--- config.mk ---
export PLATFORM = sky130hd
export DESIGN_NAME = pipe_ctrl_flat
export DESIGN_NICKNAME = d
export VERILOG_FILES = /design/src/rtl/pipe_ctrl_pkg.sv /design/src/rtl/pipe_ctrl_if.sv /design/src/rtl/pipe_ctrl_mc_sequencer.sv /design/src/rtl/pipe_ctrl.sv /design/src/flat_wrapper.sv
export SDC_FILE = /design/constraint.sdc
export NUM_CORES = 1
export LEC_CHECK = 0
export BUFFER_PORTS_ARGS = -buffer_cell sky130_fd_sc_hd__clkbuf_2
export CAP_MARGIN = 20
export CORE_MARGIN = 4
export CORE_UTILIZATION = 54
export CTS_BUF_LIST = sky130_fd_sc_hd__clkbuf_8
export CTS_CLUSTER_DIAMETER = 30
export CTS_CLUSTER_SIZE = 20
export DETAILED_ROUTE_END_ITERATION = 16
export PLACE_DENSITY = 0.87
export SETUP_SLACK_MARGIN = 0.5
export SYNTH_ARGS = -nofsm -noshare
export SYNTH_HDL_FRONTEND = slang
export SYNTH_SLANG_ARGS = --single-unit
export TNS_END_PERCENT = 100
--- constraint.sdc ---
create_clock -name clk -period 2.35 [get_ports clk]
set_input_delay 0.1175 -clock clk [delete_from_list [all_inputs] [get_ports clk]]
set_output_delay 0.1175 -clock clk [all_outputs]
set_load 0.02 [all_outputs]
--- src/rtl/pipe_ctrl_pkg.sv ---
// Shared definitions for the pipeline stall controller: stall bit indices,
// stall patterns, multi-cycle sequencer state encodings and polarity constants.
package pipe_ctrl_pkg;

    localparam logic Stop      = 1'b1;
    localparam logic NoStop    = 1'b0;
    localparam logic RstEnable = 1'b1;

    localparam int STALL_PC     = 0;
    localparam int STALL_IF_ID  = 1;
    localparam int STALL_ID_EX  = 2;
    localparam int STALL_EX_MEM = 3;
    localparam int STALL_MEM_WB = 4;
    localparam int STALL_SPARE  = 5;

    localparam logic [5:0] STALL_NONE = 6'b000000;
    localparam logic [5:0] STALL_IF   = 6'b000011;
    localparam logic [5:0] STALL_ID   = 6'b000111;
    localparam logic [5:0] STALL_EX   = 6'b001111;

    typedef enum logic [1:0] {
        MC_IDLE = 2'd0,
        MC_BUSY = 2'd1,
        MC_DONE = 2'd2
    } mc_state_e;

endpackage

--- src/rtl/pipe_ctrl_if.sv ---
// Request/stall bundle between the pipeline stages and pipe_ctrl.
// The master drives the stall requests; the slave (pipe_ctrl) drives stall and status.
interface pipe_ctrl_if #(
    parameter int CNT_W  = 6,
    parameter int PERF_W = 32
);
    import pipe_ctrl_pkg::*;

    logic              stallreq_if;
    logic              stallreq_id;
    logic              mc_start;
    logic [CNT_W-1:0]  mc_cycles;
    logic [5:0]        stall;
    logic              mc_busy;
    logic              mc_done;
    logic [CNT_W-1:0]  mc_remain;
    logic [PERF_W-1:0] stall_cycles;
    mc_state_e         mc_state;

    modport master (
        output stallreq_if, stallreq_id, mc_start, mc_cycles,
        input  stall, mc_busy, mc_done, mc_remain, stall_cycles, mc_state
    );

    modport slave (
        input  stallreq_if, stallreq_id, mc_start, mc_cycles,
        output stall, mc_busy, mc_done, mc_remain, stall_cycles, mc_state
    );

endinterface

--- src/rtl/pipe_ctrl_mc_sequencer.sv ---
// Multi-cycle EX operation sequencer: IDLE -> BUSY (countdown N) -> DONE -> IDLE.
// Holds the EX stall from acceptance until the DONE cycle.
module mc_sequencer
    import pipe_ctrl_pkg::*;
#(
    parameter int CNT_W = 6
) (
    input  logic             clk,
    input  logic             rst,
    input  logic             mc_start_i,
    input  logic [CNT_W-1:0] mc_cycles_i,
    output logic             ex_req_o,
    output logic             mc_busy_o,
    output logic             mc_done_o,
    output logic [CNT_W-1:0] mc_remain_o,
    output mc_state_e        state_o
);

    mc_state_e        state_q, state_d;
    logic [CNT_W-1:0] remain_q, remain_d;

    always_ff @(posedge clk) begin
        if (rst == RstEnable) begin
            state_q  <= MC_IDLE;
            remain_q <= '0;
        end else begin
            state_q  <= state_d;
            remain_q <= remain_d;
        end
    end

    always_comb begin
        state_d  = state_q;
        remain_d = remain_q;
        case (state_q)
            MC_IDLE: begin
                if (mc_start_i) begin
                    // A zero length would never reach DONE; run it as one cycle.
                    remain_d = (mc_cycles_i == '0) ? CNT_W'(1) : mc_cycles_i;
                    state_d  = MC_BUSY;
                end
            end
            MC_BUSY: begin
                remain_d = remain_q - CNT_W'(1);
                if (remain_q <= CNT_W'(1)) begin
                    state_d = MC_DONE;
                end
            end
            MC_DONE: begin
                state_d = MC_IDLE;
            end
            default: begin
                state_d  = MC_IDLE;
                remain_d = '0;
            end
        endcase
    end

    assign ex_req_o    = ((state_q == MC_IDLE) && mc_start_i) || (state_q == MC_BUSY);
    assign mc_busy_o   = (state_q == MC_BUSY);
    assign mc_done_o   = (state_q == MC_DONE);
    assign mc_remain_o = remain_q;
    assign state_o     = state_q;

endmodule

--- src/rtl/pipe_ctrl.sv ---
// Pipeline stall controller: priority-encodes EX/ID/IF stall requests into the
// per-stage stall vector and counts stalled cycles with a saturating counter.
module pipe_ctrl
    import pipe_ctrl_pkg::*;
#(
    parameter int CNT_W  = 6,
    parameter int PERF_W = 32
) (
    input  logic        clk,
    input  logic        rst,
    pipe_ctrl_if.slave  bus
);

    logic              ex_req;
    logic              mc_busy;
    logic              mc_done;
    logic [CNT_W-1:0]  mc_remain;
    mc_state_e         mc_state;
    logic [5:0]        stall_vec;
    logic [PERF_W-1:0] perf_q, perf_d;

    mc_sequencer #(.CNT_W(CNT_W)) u_mc_sequencer (
        .clk         (clk),
        .rst         (rst),
        .mc_start_i  (bus.mc_start),
        .mc_cycles_i (bus.mc_cycles),
        .ex_req_o    (ex_req),
        .mc_busy_o   (mc_busy),
        .mc_done_o   (mc_done),
        .mc_remain_o (mc_remain),
        .state_o     (mc_state)
    );

    // Highest stage wins: an EX stall also freezes everything upstream of it.
    always_comb begin
        stall_vec = STALL_NONE;
        if (ex_req) begin
            stall_vec = STALL_EX;
        end else if (bus.stallreq_id) begin
            stall_vec = STALL_ID;
        end else if (bus.stallreq_if) begin
            stall_vec = STALL_IF;
        end
    end

    always_comb begin
        perf_d = perf_q;
        if ((stall_vec[STALL_PC] == Stop) && (perf_q != {PERF_W{1'b1}})) begin
            perf_d = perf_q + PERF_W'(1);
        end
    end

    always_ff @(posedge clk) begin
        if (rst == RstEnable) begin
            perf_q <= '0;
        end else begin
            perf_q <= perf_d;
        end
    end

    assign bus.stall        = stall_vec;
    assign bus.mc_busy      = mc_busy;
    assign bus.mc_done      = mc_done;
    assign bus.mc_remain    = mc_remain;
    assign bus.mc_state     = mc_state;
    assign bus.stall_cycles = perf_q;

endmodule

--- src/flat_wrapper.sv ---
// flat-port wrapper written by rule: the top's interface ports become plain ports
module pipe_ctrl_flat import pipe_ctrl_pkg::*;
#(
    parameter int CNT_W  = 6,
    parameter int PERF_W = 32
)
  (clk, rst, bus_stallreq_if, bus_stallreq_id, bus_mc_start, bus_mc_cycles, bus_stall, bus_mc_busy, bus_mc_done, bus_mc_remain, bus_stall_cycles, bus_mc_state);
  pipe_ctrl_if #(.CNT_W(CNT_W), .PERF_W(PERF_W)) bus_i ();
  input  logic clk;
  input  logic rst;
  input wire logic [$bits(bus_i.stallreq_if)-1:0] bus_stallreq_if;
  input wire logic [$bits(bus_i.stallreq_id)-1:0] bus_stallreq_id;
  input wire logic [$bits(bus_i.mc_start)-1:0] bus_mc_start;
  input wire logic [$bits(bus_i.mc_cycles)-1:0] bus_mc_cycles;
  output wire logic [$bits(bus_i.stall)-1:0] bus_stall;
  output wire logic [$bits(bus_i.mc_busy)-1:0] bus_mc_busy;
  output wire logic [$bits(bus_i.mc_done)-1:0] bus_mc_done;
  output wire logic [$bits(bus_i.mc_remain)-1:0] bus_mc_remain;
  output wire logic [$bits(bus_i.stall_cycles)-1:0] bus_stall_cycles;
  output wire logic [$bits(bus_i.mc_state)-1:0] bus_mc_state;
  assign bus_i.stallreq_if = bus_stallreq_if;
  assign bus_i.stallreq_id = bus_stallreq_id;
  assign bus_i.mc_start = bus_mc_start;
  assign bus_i.mc_cycles = bus_mc_cycles;
  assign bus_stall = bus_i.stall;
  assign bus_mc_busy = bus_i.mc_busy;
  assign bus_mc_done = bus_i.mc_done;
  assign bus_mc_remain = bus_i.mc_remain;
  assign bus_stall_cycles = bus_i.stall_cycles;
  assign bus_mc_state = bus_i.mc_state;
  pipe_ctrl #(.CNT_W(CNT_W), .PERF_W(PERF_W)) u_core (.clk(clk), .rst(rst), .bus(bus_i));
endmodule
==> load_flow_metrics.sql, run 1 <==
INSERT INTO impl_metrics (metric_group, metric, value, unit) VALUES
('outcome', 'run_status', 'complete, no violations', ''),
('synthesis', 'synth.lib_cells_used.distinct', '47', ''),
('cts', 'cts-root-buf', 'sky130_fd_sc_hd__clkbuf_8', ''),
('final_layout', 'fillers', '247', ''),
('sta', 'fin_skew', '0.003800', 'ns'),
('detailed_routing', 'routedWlPerCell', '19.00', 'um'),
('setup_path', 'rr_worst_depth', '6', ''),
('final_layout', 'drive_gt1_frac', '0.4404', ''),
('sta', 'timing_worst_slew_pin_value', '0.9352', 'ns'),
('final_layout', 'area_delta_synth_final', '42.09', '%'),
('sta', 'hold_viol_final', '0', ''),
('setup_path', 'criticalPathCategory', 'flip-flop to flip-flop', ''),
('synthesis', 'yosys_warnings', '0', ''),
('power', 'irDropWorstVdd', '0.5031', 'mV'),
('global_route', 'global_route.usage.total', '0.2365', ''),
('die', 'dieWidth', '72.39', 'um'),
('final_layout', 'final_cells', '411', ''),
('detailed_routing', 'drt_first_pass_iters', '4', ''),
('global_route', 'grt_start_max_net_pins', '46', ''),
('cts', 'cts_made_buffers', '5', ''),
('global_route', 'grt_pass1_wl', '9901', 'um'),
('setup_path', 'critical_path.reg2reg.startpoint', 'u_core.bus.stall_cycles[24]$_SDFFE_PP0P_', ''),
('global_route', 'grt_remaining_overflow', '0', ''),
('power', 'p_clk_frac', '0.374', ''),
('place', 'finalWeightedCongestion', '0.8493', ''),
('synthesis', 'synth-async-reset-ratio', '0', ''),
('sta', 'timing.max_slew.rel_slack', '0.3765', ''),
('place', 'placed_cells', '375', ''),
('synthesis', 'instance_count_of_the_mapped_netlist', '282', ''),
('setup_path', 'worst_ep_required_time', '2.54', 'ns'),
('synthesis', 'synth.ff_latch_count', '40', ''),
('sta', 'unrepaired_setup_endpoints_after_global_routing', 'true', ''),
('place', 'portBuffers', '56', ''),
('worst_hold_path', 'timing.hold.worst.class', 'primary input to flip-flop', ''),
('die', 'die_height', '72.39', 'um'),
('cts', 'worstSkewPairLatency', '0.30', 'ns'),
('synthesis', 'number_of_synthesized_flops_with_an_enable_pin', '0', ''),
('global_route', 'groute.layer.met1.usage', '0.2849', ''),
('power', 'netSwitchingPower', '0.4880', 'mW'),
('die', 'floorplan.initialDensity', '0.5596', ''),
('setup_path', 'setup.worst_path.start_class', 'flip-flop', ''),
('setup_path', 'timing.critical_path.to_type', 'flip-flop', ''),
('synthesis', 'synthesis.area', '0.002238', 'mm2'),
('die', 'ios', '59', ''),
('worst_hold_path', 'timing.hold.worst.start', 'bus_mc_cycles[2]', ''),
('power', 'power.share.combinational', '0.184', ''),
('global_route', 'gr-usage-met2', '0.3923', ''),
('setup_path', 'worstPathMaxFanout', '9', ''),
('place', 'hpwl', '4039', 'um'),
('worst_hold_path', 'hold-path-endpoint', 'u_core.u_mc_sequencer.mc_remain_o[2]$_SDFFE_PP0P_', ''),
('cts', 'cts.htree.levels', '2', ''),
('setup_path', 'r2r_slack', '0.36', 'ns'),
('setup_path', 'worstPathArrival', '2.18', 'ns'),
('cts', 'hold_buffers', '0', ''),
('final_layout', 'final_nets', '374', ''),
('synthesis', 'synth_ff_type', 'sky130_fd_sc_hd__dfxtp_1', ''),
('die', 'die_area', '0.005240', 'mm2'),
('flow_run', 'timing.max_cap.violations', '0', ''),
('detailed_routing', 'ant_nets', '0', ''),
('synthesis', 'postSynthAreaPerCell', '7.938', 'um2'),
('global_route', 'met3_usage', '0.04848', ''),
('setup_path', 'worst_r2r_endpoint', 'u_core.bus.stall_cycles[6]$_SDFFE_PP0P_', ''),
('power', 'pd_cells', '528.3', 'mW/mm2'),
('power', 'sw_frac_of_total', '0.2904', ''),
('synthesis', 'synth.yosys.seq_area_share', '0.3577', ''),
('sta', 'totalNegativeSetupSlack', '0', 'ns'),
('cts', 'cts_buffer_depth', '2', ''),
('worst_hold_path', 'hold_path_depth', '3', ''),
('detailed_routing', 'drt_iter0_markers', '237', ''),
('cts', 'cts_num_sinks', '40', ''),
('global_route', 'grt_antenna_before_repair', '0', '');
cell usage after synthesis, types with 5 or more instances:
master,n,area share
sky130_fd_sc_hd__and3_1,5,0.014
sky130_fd_sc_hd__o31ai_1,7,0.023
sky130_fd_sc_hd__clkbuf_1,7,0.012
sky130_fd_sc_hd__inv_1,11,0.018
sky130_fd_sc_hd__a21oi_1,33,0.074
sky130_fd_sc_hd__or4_1,8,0.027
sky130_fd_sc_hd__o21ai_0,24,0.054
sky130_fd_sc_hd__dfxtp_1,40,0.36
sky130_fd_sc_hd__nor4_1,5,0.014
sky130_fd_sc_hd__nor2_1,22,0.037
sky130_fd_sc_hd__or3_1,17,0.048
sky130_fd_sc_hd__mux2_2,5,0.025
sky130_fd_sc_hd__nand2_1,15,0.025
sky130_fd_sc_hd__nand3_1,13,0.029
sky130_fd_sc_hd__nor3_1,5,0.011
sky130_fd_sc_hd__nand4_1,14,0.039
sky130_fd_sc_hd__buf_4,7,0.023
kinds of logic (layout without fill, tap and decap cells):
logic type | count (synthesis) | count (layout) | share of synthesized area
and+or+nand+nor | 125 | 125 | 0.3326
muxes | 5 | 5 | 0.02515
xor gates and xnor gates | 3 | 3 | 0.01174
DFF | 40 | 40 | 0.3577
other | 1 | 2 | 0.001675
adders and majority gates | 3 | 3 | 0.01677
buffers and inverters | 30 | 108 | 0.06428
AOI/OAI and AO/OA | 75 | 75 | 0.1901
worst max-delay path, cell delays in order (launching register included):
cell,delay (ns)
sky130_fd_sc_hd__dfxtp_1,0.47
sky130_fd_sc_hd__nand4_1,0.29
sky130_fd_sc_hd__nor3_4,0.30
sky130_fd_sc_hd__and4_4,0.35
sky130_fd_sc_hd__buf_12,0.15
sky130_fd_sc_hd__nor4_2,0.05
sky130_fd_sc_hd__mux2_2,0.27
registers in the layout, indices dropped and copies added (netlist names):
name	cells
u_core.bus.stall_cycles	32
u_core.u_mc_sequencer.state_o	2
u_core.u_mc_sequencer.mc_remain_o	6
final cells by class:
type                       count  area (um2)  area share
clock buffer                   7       96.34     0.03029
clock inverter                 1       30.03    0.009441
timing repair buffer          89       590.6      0.1857
multi-input combinational    213        1499      0.4713
inverter                      11       45.04     0.01416
sequential                    40       857.1      0.2695
tap                           50       62.56     0.01967
what timing repair did:
action                     CTS  global route
resized for setup           14            32
setup buffers                6            19
setup endpoints to repair   34            34
pin swaps                    7            15
cloned                       0             3
power by group through the flow:
stage / logic (mW) / clock network (mW) / registers (mW)
4_1_cts: 0.273 / 0.631 / 0.743
6_report: 0.308 / 0.628 / 0.744
3_5_place_dp: 0.262 / 0 / 0.761
3_3_place_gp: 0.258 / 0 / 0.758
5_1_grt: 0.328 / 0.667 / 0.746
2_1_floorplan: 0.172 / 0 / 0.779
per-layer routing:
| metal | routed length [um] | part of all wire |
|---|---|---|
| met4 | 451 | 0.058 |
| met3 | 597 | 0.076 |
| met2 | 3781 | 0.48 |
| met1 | 2980 | 0.38 |
| met5 | 0 | 0 |
cell usage in the layout, fill, tap and decap left out, types with 3 or more instances in the layout:
cell type                   n
sky130_fd_sc_hd__mux2_2     5
sky130_fd_sc_hd__nor2_1    20
sky130_fd_sc_hd__and3_1     5
sky130_fd_sc_hd__nor4_2     4
sky130_fd_sc_hd__nand2_1   14
sky130_fd_sc_hd__dfxtp_2   12
sky130_fd_sc_hd__buf_4     26
sky130_fd_sc_hd__buf_6      4
sky130_fd_sc_hd__nor3_1     4
sky130_fd_sc_hd__a21oi_1   31
sky130_fd_sc_hd__inv_1     10
sky130_fd_sc_hd__nor2b_1    4
sky130_fd_sc_hd__clkbuf_8   7
sky130_fd_sc_hd__or4_1      7
sky130_fd_sc_hd__nor4_4     3
sky130_fd_sc_hd__clkbuf_2  56
sky130_fd_sc_hd__dfxtp_1   17
sky130_fd_sc_hd__xor2_1     3
sky130_fd_sc_hd__dfxtp_4   11
sky130_fd_sc_hd__nand4_1   14
sky130_fd_sc_hd__o31ai_1    7
sky130_fd_sc_hd__or3_1     16
sky130_fd_sc_hd__o21ai_0   22
sky130_fd_sc_hd__nand3_1   10
stage by stage:
step | setup slack [ns] | hold WS (ns) | util | total power [mW] | instance area [um2]
5_1_grt | 0.2963 | 0.2177 | 0.7951 | 1.741 | 3181
3_3_place_gp | 0.3488 | 0.4608 | 0.6609 | 1.016 | 2644
2_1_floorplan | 0.5000 | 0.3386 | - | 0.9504 | 2367
3_5_place_dp | 0.2863 | 0.4873 | 0.6609 | 1.023 | 2644
6_report | 0.3606 | 0.1867 | 0.7951 | 1.680 | 3181
4_1_cts | 0.4512 | 0.1833 | 0.7188 | 1.646 | 2875
worst max-delay path by stage:
stage / from / cells after the start / endpoint / slack [ns]
finish: u_core.bus.stall_cycles[24]$_SDFFE_PP0P_ / 6 / u_core.bus.stall_cycles[6]$_SDFFE_PP0P_ / 0.36
global route: u_core.u_mc_sequencer.state_o[1]$_SDFFE_PP0P_ / 8 / u_core.bus.stall_cycles[29]$_SDFFE_PP0P_ / 0.30
CTS: u_core.bus.stall_cycles[5]$_SDFFE_PP0P_ / 5 / u_core.bus.stall_cycles[22]$_SDFFE_PP0P_ / 0.45
detailed placement: u_core.u_mc_sequencer.state_o[0]$_SDFFE_PP0P_ / 7 / u_core.bus.stall_cycles[22]$_SDFFE_PP0P_ / 0.29
global placement: u_core.u_mc_sequencer.state_o[0]$_SDFFE_PP0P_ / 7 / u_core.bus.stall_cycles[22]$_SDFFE_PP0P_ / 0.35
floorplan: u_core.bus.stall_cycles[8]$_SDFFE_PP0P_ / 5 / u_core.bus.stall_cycles[31]$_SDFFE_PP0P_ / 0.50
No activity file was read; power rests on OpenSTA's default activity.
==> run 2, diff against run 1 <==
==> constraint.sdc (replaced) <==
create_clock -name clk -period 2.1 [get_ports clk]
set_input_delay 0.105 -clock clk [delete_from_list [all_inputs] [get_ports clk]]
set_output_delay 0.105 -clock clk [all_outputs]
set_load 0.02 [all_outputs]
==> load_flow_metrics.sql, run 2 (synthesis gave the netlist of run 1 again) <==
INSERT INTO impl_metrics (metric_group, metric, value, unit) VALUES
('power', 'p_clk_frac', '0.328', ''),
('setup_path', 'worstPathMaxFanout', '7', ''),
('sta', 'timing.max_slew.rel_slack', '0.4455', ''),
('cts', 'worstSkewPairLatency', '0.31', 'ns'),
('outcome', 'run_status', 'complete, no violations', ''),
('setup_path', 'critical_path.reg2reg.startpoint', 'u_core.bus.stall_cycles[6]$_SDFFE_PP0P_', ''),
('place', 'portBuffers', '56', ''),
('power', 'power.total', '1.764', 'mW'),
('setup_path', 'criticalPathCategory', 'flip-flop to flip-flop', ''),
('die', 'die_area', '0.005240', 'mm2'),
('cts', 'cts_buffer_depth', '2', ''),
('cts', 'cts_tree', 'built', ''),
('die', 'ios', '59', ''),
('setup_path', 'setup.worst_path.start_class', 'flip-flop', ''),
('global_route', 'global_route.usage.total', '0.2684', ''),
('power', 'netSwitchingPower', '0.5411', 'mW'),
('final_layout', 'mostFrequentLayoutCells', '56 x sky130_fd_sc_hd__clkbuf_2, 39 x sky130_fd_sc_hd__buf_4, 26 x sky130_fd_sc_hd__a21oi_1', ''),
('cts', 'cts-root-buf', 'sky130_fd_sc_hd__clkbuf_8', ''),
('die', 'floorplan.initialDensity', '0.5596', ''),
('detailed_routing', 'via_per_instance_ratio', '6.515', ''),
('power', 'pd_cells', '523.8', 'mW/mm2'),
('sta', 'unrepaired_setup_endpoints_after_global_routing', 'true', ''),
('setup_path', 'worst_ep_required_time', '2.34', 'ns'),
('die', 'die_height', '72.39', 'um'),
('final_layout', 'drive_gt1_frac', '0.5227', ''),
('setup_path', 'worstPathArrival', '2.17', 'ns'),
('power', 'leakagePower', '1.360', 'nW'),
('die', 'coreArea', '0.004000', 'mm2'),
('setup_path', 'crit_path_max_delay_cell_type', 'sky130_fd_sc_hd__nor4_4', ''),
('sta', 'clock.fmax', '0.5175', 'GHz'),
('detailed_routing', 'routedWlPerCell', '19.82', 'um'),
('global_route', 'gr-max-usage-layer', 'met2', ''),
('global_route', 'grt_start_max_net_pins', '38', ''),
('sta', 'maxSlewViolCount', '0', ''),
('global_route', 'met3_usage', '0.05540', ''),
('setup_path', 'worst_setup_path_startpoint', 'u_core.bus.stall_cycles[6]$_SDFFE_PP0P_', ''),
('final_layout', 'area_delta_synth_final', '50.48', '%'),
('sta', 'final_clock_period_utilization_by_the_worst_path', '0.9202', ''),
('global_route', 'grt_antenna_before_repair', '0', ''),
('final_layout', 'layout.cells.most_common', 'sky130_fd_sc_hd__clkbuf_2', ''),
('final_layout', 'fillers', '225', ''),
('die', 'rows', '23', ''),
('place', 'hpwl', '4267', 'um'),
('power', 'internal_power', '1.223', 'mW'),
('power', 'sw_frac_of_total', '0.3067', ''),
('global_route', 'grt_remaining_overflow', '0', ''),
('global_route', 'groute.layer.met1.usage', '0.3191', ''),
('sta', 'post-route-min-period', '1.932', 'ns'),
('sta', 'hold_viol_final', '0', ''),
('detailed_routing', 'drt_iter0_markers', '359', ''),
('power', 'irDropWorstVdd', '0.4274', 'mV'),
('power', 'p_seq_frac', '0.464', ''),
('global_route', 'gr-usage-met2', '0.4762', ''),
('setup_path', 'cpLargestDelayFamily', 'simple AND/OR/NAND/NOR gates', ''),
('detailed_routing', 'detail_route.wirelength', '8423', 'um'),
('cts', 'cts_made_buffers', '5', ''),
('cts', 'cts.htree.levels', '2', ''),
('detailed_routing', 'route.vias.total', '2769', ''),
('setup_path', 'worstPathCellList', 'nand4_4 -> nor4_4 -> and4_4 -> buf_6 -> buf_16 -> o21ai_0 -> a21oi_1', ''),
('sta', 'setup-violations-final', '0', ''),
('cts', 'clock_transition_at_the_register_clock_pins_on_the_worst_setup_and_hold_paths_after_cts', '0.10', 'ns'),
('flow_run', 'timing.max_cap.violations', '0', ''),
('place', 'finalWeightedCongestion', '0.8555', ''),
('detailed_routing', 'ant_nets', '0', ''),
('sta', 'timing_worst_slew_pin_value', '0.8318', 'ns'),
('global_route', 'grt_pass1_vias', '2359', ''),
('sta', 'totalNegativeSetupSlack', '0', 'ns'),
('global_route', 'grt_pass1_wl', '11170', 'um'),
('final_layout', 'n_antenna_cell', '0', ''),
('final_layout', 'final_nets', '388', ''),
('setup_path', 'critical_path.max_stage_delay', '0.40', 'ns'),
('final_layout', 'largest_register_ff_count', '32', ''),
('power', 'power.share.combinational', '0.208', ''),
('setup_path', 'worstPathBufferInverterCount', '2', ''),
('sta', 'fin_skew', '0.02247', 'ns'),
('cts', 'cts_num_sinks', '40', ''),
('worst_hold_path', 'timing.hold.worst.class', 'primary input to flip-flop', ''),
('worst_hold_path', 'timing.hold.worst.start', 'bus_mc_cycles[2]', ''),
('detailed_routing', 'drc', '0', ''),
('cts', 'hold_buffers', '0', ''),
('setup_path', 'timing.critical_path.to_type', 'flip-flop', ''),
('die', 'dieWidth', '72.39', 'um'),
('detailed_routing', 'drt_first_pass_iters', '5', '');
==> run 2: changes by cell type in the layout (fill, tap and decap cells not counted), sizes merged <==
cell / previous run / this run
clkinvlp: 1 / 0
inv: 10 / 12
buf: 31 / 45
bufinv: 1 / 0
==> run 2: worst paths after layout <==
| kind | to | slack, ns | depth (start not counted) |
|---|---|---|---|
| worst max-delay path | u_core.bus.stall_cycles[14]$_SDFFE_PP0P_ | 0.17 | 7 |
| worst min-delay path | u_core.u_mc_sequencer.mc_remain_o[2]$_SDFFE_PP0P_ | 0.15 | 3 |
| worst max register to register | u_core.bus.stall_cycles[14]$_SDFFE_PP0P_ | 0.17 | 7 |
| worst min register to register | u_core.bus.stall_cycles[19]$_SDFFE_PP0P_ | 0.52 | 2 |
==> run 2: power groups by stage <==
stage	combinational [mW]	sequential [mW]	clock, mW
final	0.368	0.818	0.578
after detailed placement	0.294	0.850	0
after floorplan	0.193	0.868	0
after CTS	0.319	0.829	0.571
after global routing	0.395	0.821	0.615
after global placement	0.286	0.847	0
==> run 2: repair_timing <==
| item | CTS | global route |
|---|---|---|
| cloned | 1 | 2 |
| endpoints found under the setup margin | 35 | 36 |
| buffers inserted | 20 | 15 |
| pin swaps | 21 | 23 |
| gates resized for setup | 24 | 29 |
==> run 2: final cells by class <==
class                      count  area (um2)  share of cell area
tap                           50       62.56             0.01857
sequential                    40       879.6              0.2611
clock buffer                   7       96.34             0.02860
multi-input combinational    213        1558              0.4625
timing repair buffer         103       724.4              0.2151
clock inverter                 1       3.754            0.001114
inverter                      11       43.79             0.01300
==> run 2: worst reg2reg max path, cell delays in order (launching register included) <==
cell and delay [ns]:
sky130_fd_sc_hd__dfxtp_2 0.38, sky130_fd_sc_hd__nand4_4 0.21, sky130_fd_sc_hd__nor4_4 0.40, sky130_fd_sc_hd__and4_4 0.36, sky130_fd_sc_hd__buf_6 0.14, sky130_fd_sc_hd__buf_16 0.12, sky130_fd_sc_hd__o21ai_0 0.11, sky130_fd_sc_hd__a21oi_1 0.15
==> run 2: layer usage <==
layer / wire (um) / up-vias
li1: - / 1231
met3: 767 / 46
met4: 345 / 0
met2: 4107 / 207
met5: 0 / -
met1: 3203 / 1285
==> run 2: metrics by stage <==
step | hold slack (ns) | cells | worst slack, ns | utilization | area [um2]
after floorplan | 0.3261 | 283 | 0.2603 | - | 2419
after global placement | 0.4635 | 379 | 0.1516 | 0.6822 | 2729
after detailed placement | 0.4540 | 379 | 0.09976 | 0.6822 | 2729
after CTS | 0.1426 | 408 | 0.3113 | 0.7773 | 3109
after global routing | 0.1867 | 425 | 0.09931 | 0.8420 | 3368
final | 0.1526 | 425 | 0.1676 | 0.8420 | 3368
==> run 3, diff against run 2 <==
--- a/config.mk
+++ b/config.mk
@@ -7,8 +7,10 @@
 export LEC_CHECK = 0
 export BUFFER_PORTS_ARGS = -buffer_cell sky130_fd_sc_hd__clkbuf_2
 export CAP_MARGIN = 20
-export CORE_MARGIN = 4
-export CORE_UTILIZATION = 54
+export CELL_PAD_IN_SITES_DETAIL_PLACEMENT = 1
+export CELL_PAD_IN_SITES_GLOBAL_PLACEMENT = 1
+export CORE_MARGIN = 1.5
+export CORE_UTILIZATION = 39
 export CTS_BUF_LIST = sky130_fd_sc_hd__clkbuf_8
 export CTS_CLUSTER_DIAMETER = 30
 export CTS_CLUSTER_SIZE = 20
==> load_flow_metrics.sql, run 3 (synthesis gave the netlist of run 1 again) <==
INSERT INTO impl_metrics (metric_group, metric, value, unit) VALUES
('outcome', 'run_status', 'complete, no violations', ''),
('global_route', 'grt_remaining_overflow', '0', ''),
('global_route', 'gr-max-usage-layer', 'met2', ''),
('detailed_routing', 'route.vias.total', '2742', ''),
('die', 'rows', '27', ''),
('cts', 'cts_buffer_depth', '2', ''),
('final_layout', 'final_cell_area', '0.003402', 'mm2'),
('sta', 'fin_skew', '0.007893', 'ns'),
('setup_path', 'worstPathArrival', '2.23', 'ns'),
('setup_path', 'timing.critical_path.to_type', 'flip-flop', ''),
('detailed_routing', 'drt_iter0_markers', '200', ''),
('die', 'floorplan.initialDensity', '0.4065', ''),
('final_layout', 'final_cells', '451', ''),
('place', 'portBuffers', '56', ''),
('detailed_routing', 'ant_nets', '0', ''),
('flow_run', 'timing.max_cap.violations', '0', ''),
('setup_path', 'worst_setup_path_startpoint', 'u_core.bus.stall_cycles[0]$_SDFFE_PP0P_', ''),
('detailed_routing', 'via_per_instance_ratio', '6.080', ''),
('setup_path', 'worst_ep_required_time', '2.34', 'ns'),
('worst_hold_path', 'timing.hold.worst.start', 'bus_mc_cycles[2]', ''),
('cts', 'worstSkewPairLatency', '0.31', 'ns'),
('setup_path', 'worstPathMaxFanout', '7', ''),
('global_route', 'grt_start_max_net_pins', '34', ''),
('sta', 'worst_slack', '0.1094', 'ns'),
('place', 'placed_cells', '403', ''),
('sta', 'clock.fmax', '0.5024', 'GHz'),
('setup_path', 'critical_path.reg2reg.startpoint', 'u_core.bus.stall_cycles[0]$_SDFFE_PP0P_', ''),
('power', 'irDropWorstVdd', '0.5135', 'mV'),
('die', 'coreArea', '0.005507', 'mm2'),
('global_route', 'gr-usage-met2', '0.4759', ''),
('setup_path', 'crit_path_max_delay_cell_type', 'sky130_fd_sc_hd__or4_1', ''),
('sta', 'finalHoldWorstSlack', '0.1403', 'ns'),
('cts', 'cts_made_buffers', '5', ''),
('power', 'pd_cells', '505.3', 'mW/mm2'),
('global_route', 'grt_antenna_before_repair', '0', ''),
('power', 'power.share.combinational', '0.227', ''),
('final_layout', 'final_nets', '392', ''),
('cts', 'cts.htree.levels', '2', ''),
('power', 'internal_power', '1.163', 'mW'),
('sta', 'hold_viol_final', '0', ''),
('final_layout', 'drive_gt1_frac', '0.5251', ''),
('power', 'sw_frac_of_total', '0.3234', ''),
('global_route', 'grt_pass1_vias', '2746', ''),
('sta', 'timing.max_slew.rel_slack', '0.4720', ''),
('setup_path', 'rr_worst_depth', '6', ''),
('cts', 'cts-root-buf', 'sky130_fd_sc_hd__clkbuf_8', ''),
('detailed_routing', 'detail_route.wirelength', '9672', 'um'),
('worst_hold_path', 'timing.hold.worst.class', 'primary input to flip-flop', ''),
('die', 'die_area', '0.006203', 'mm2'),
('place', 'post-place-ws', '0.02331', 'ns'),
('sta', 'final_clock_period_utilization_by_the_worst_path', '0.9479', ''),
('cts', 'cts_num_sinks', '40', ''),
('global_route', 'met3_usage', '0.07241', ''),
('cts', 'cts_tree', 'built', ''),
('global_route', 'groute.layer.met1.usage', '0.3409', ''),
('power', 'netSwitchingPower', '0.5559', 'mW'),
('die', 'die_height', '78.76', 'um'),
('place', 'placement.cell_area', '0.002746', 'mm2'),
('detailed_routing', 'drc', '0', ''),
('power', 'p_seq_frac', '0.476', ''),
('worst_hold_path', 'hold_path_depth', '3', ''),
('final_layout', 'area_delta_synth_final', '51.98', '%'),
('detailed_routing', 'drt_first_pass_iters', '4', ''),
('global_route', 'grt_pass1_wl', '13790', 'um'),
('sta', 'totalNegativeSetupSlack', '0', 'ns'),
('power', 'power.total', '1.719', 'mW'),
('place', 'hpwl', '4836', 'um'),
('die', 'ios', '59', ''),
('setup_path', 'r2r_slack', '0.11', 'ns'),
('final_layout', 'largest_register_ff_count', '32', ''),
('sta', 'post-route-min-period', '1.991', 'ns'),
('die', 'dieWidth', '78.76', 'um'),
('cts', 'clock_transition_at_the_register_clock_pins_on_the_worst_setup_and_hold_paths_after_cts', '0.08', 'ns'),
('setup_path', 'critical_path.max_stage_delay', '0.44', 'ns'),
('setup_path', 'criticalPathCategory', 'flip-flop to flip-flop', ''),
('sta', 'timing_worst_slew_pin_value', '0.7920', 'ns'),
('final_layout', 'n_antenna_cell', '0', ''),
('sta', 'setup-violations-final', '0', ''),
('sta', 'unrepaired_setup_endpoints_after_global_routing', 'true', ''),
('final_layout', 'layout.cells.most_common', 'sky130_fd_sc_hd__clkbuf_2', ''),
('power', 'p_clk_frac', '0.297', ''),
('detailed_routing', 'routedWlPerCell', '21.45', 'um'),
('power', 'leakagePower', '1.361', 'nW'),
('final_layout', 'finalCoreUtilization', '0.6178', ''),
('setup_path', 'worstPathCellList', 'ha_4 -> nand2_1 -> nor4_4 -> o2111ai_4 -> or4_1 -> a21oi_1', ''),
('place', 'finalWeightedCongestion', '0.8322', ''),
('final_layout', 'mostFrequentLayoutCells', '54 x sky130_fd_sc_hd__clkbuf_2, 42 x sky130_fd_sc_hd__buf_4, 25 x sky130_fd_sc_hd__a21oi_1', ''),
('sta', 'maxSlewViolCount', '0', ''),
('setup_path', 'setup.worst_path.start_class', 'flip-flop', ''),
('global_route', 'global_route.usage.total', '0.2856', '');
[run 3: routing by layer]
layer | wire length, um | vias to the layer above
met5 | 0 | -
met1 | 4035 | 1359
met4 | 330 | 0
li1 | - | 1250
met3 | 519 | 32
met2 | 4787 | 101
[run 3: final cells by class]
class | count | area, um2
fill | 666 | 2105
sequential | 40 | 872.1
multi-input combinational | 213 | 1573
clock inverter | 3 | 12.51
inverter | 11 | 46.29
tap | 72 | 90.09
clock buffer | 5 | 68.82
timing repair buffer | 107 | 739.5
[run 3: power by group through the flow]
stage	combinational, mW	sequential, mW	clock [mW]
final	0.390	0.818	0.511
after global routing	0.422	0.824	0.555
after CTS	0.351	0.819	0.502
after detailed placement	0.305	0.850	0
after global placement	0.291	0.848	0
after floorplan	0.193	0.868	0
[run 3: timing repair]
item                                    in CTS  in global routing
hold buffers                                 0                  0
buffers inserted                            26                 14
pin swaps                                   27                 23
endpoints found under the setup margin      36                 35
gates resized for setup                     30                 33
[run 3: worst paths after layout]
| kind | endpoint |
|---|---|
| worst max-delay path | u_core.bus.stall_cycles[22]$_SDFFE_PP0P_ |
| worst min-delay path | u_core.u_mc_sequencer.mc_remain_o[2]$_SDFFE_PP0P_ |
| worst max register to register | u_core.bus.stall_cycles[22]$_SDFFE_PP0P_ |
| worst min register to register | u_core.bus.stall_cycles[22]$_SDFFE_PP0P_ |
[run 3: critical path, delay by kind of cell (launching register included)]
family / cells / cell delay (ns)
fa+ha+maj: 1 / 0.19
compound gates: 2 / 0.40
flops: 1 / 0.38
simple gates: 3 / 0.97
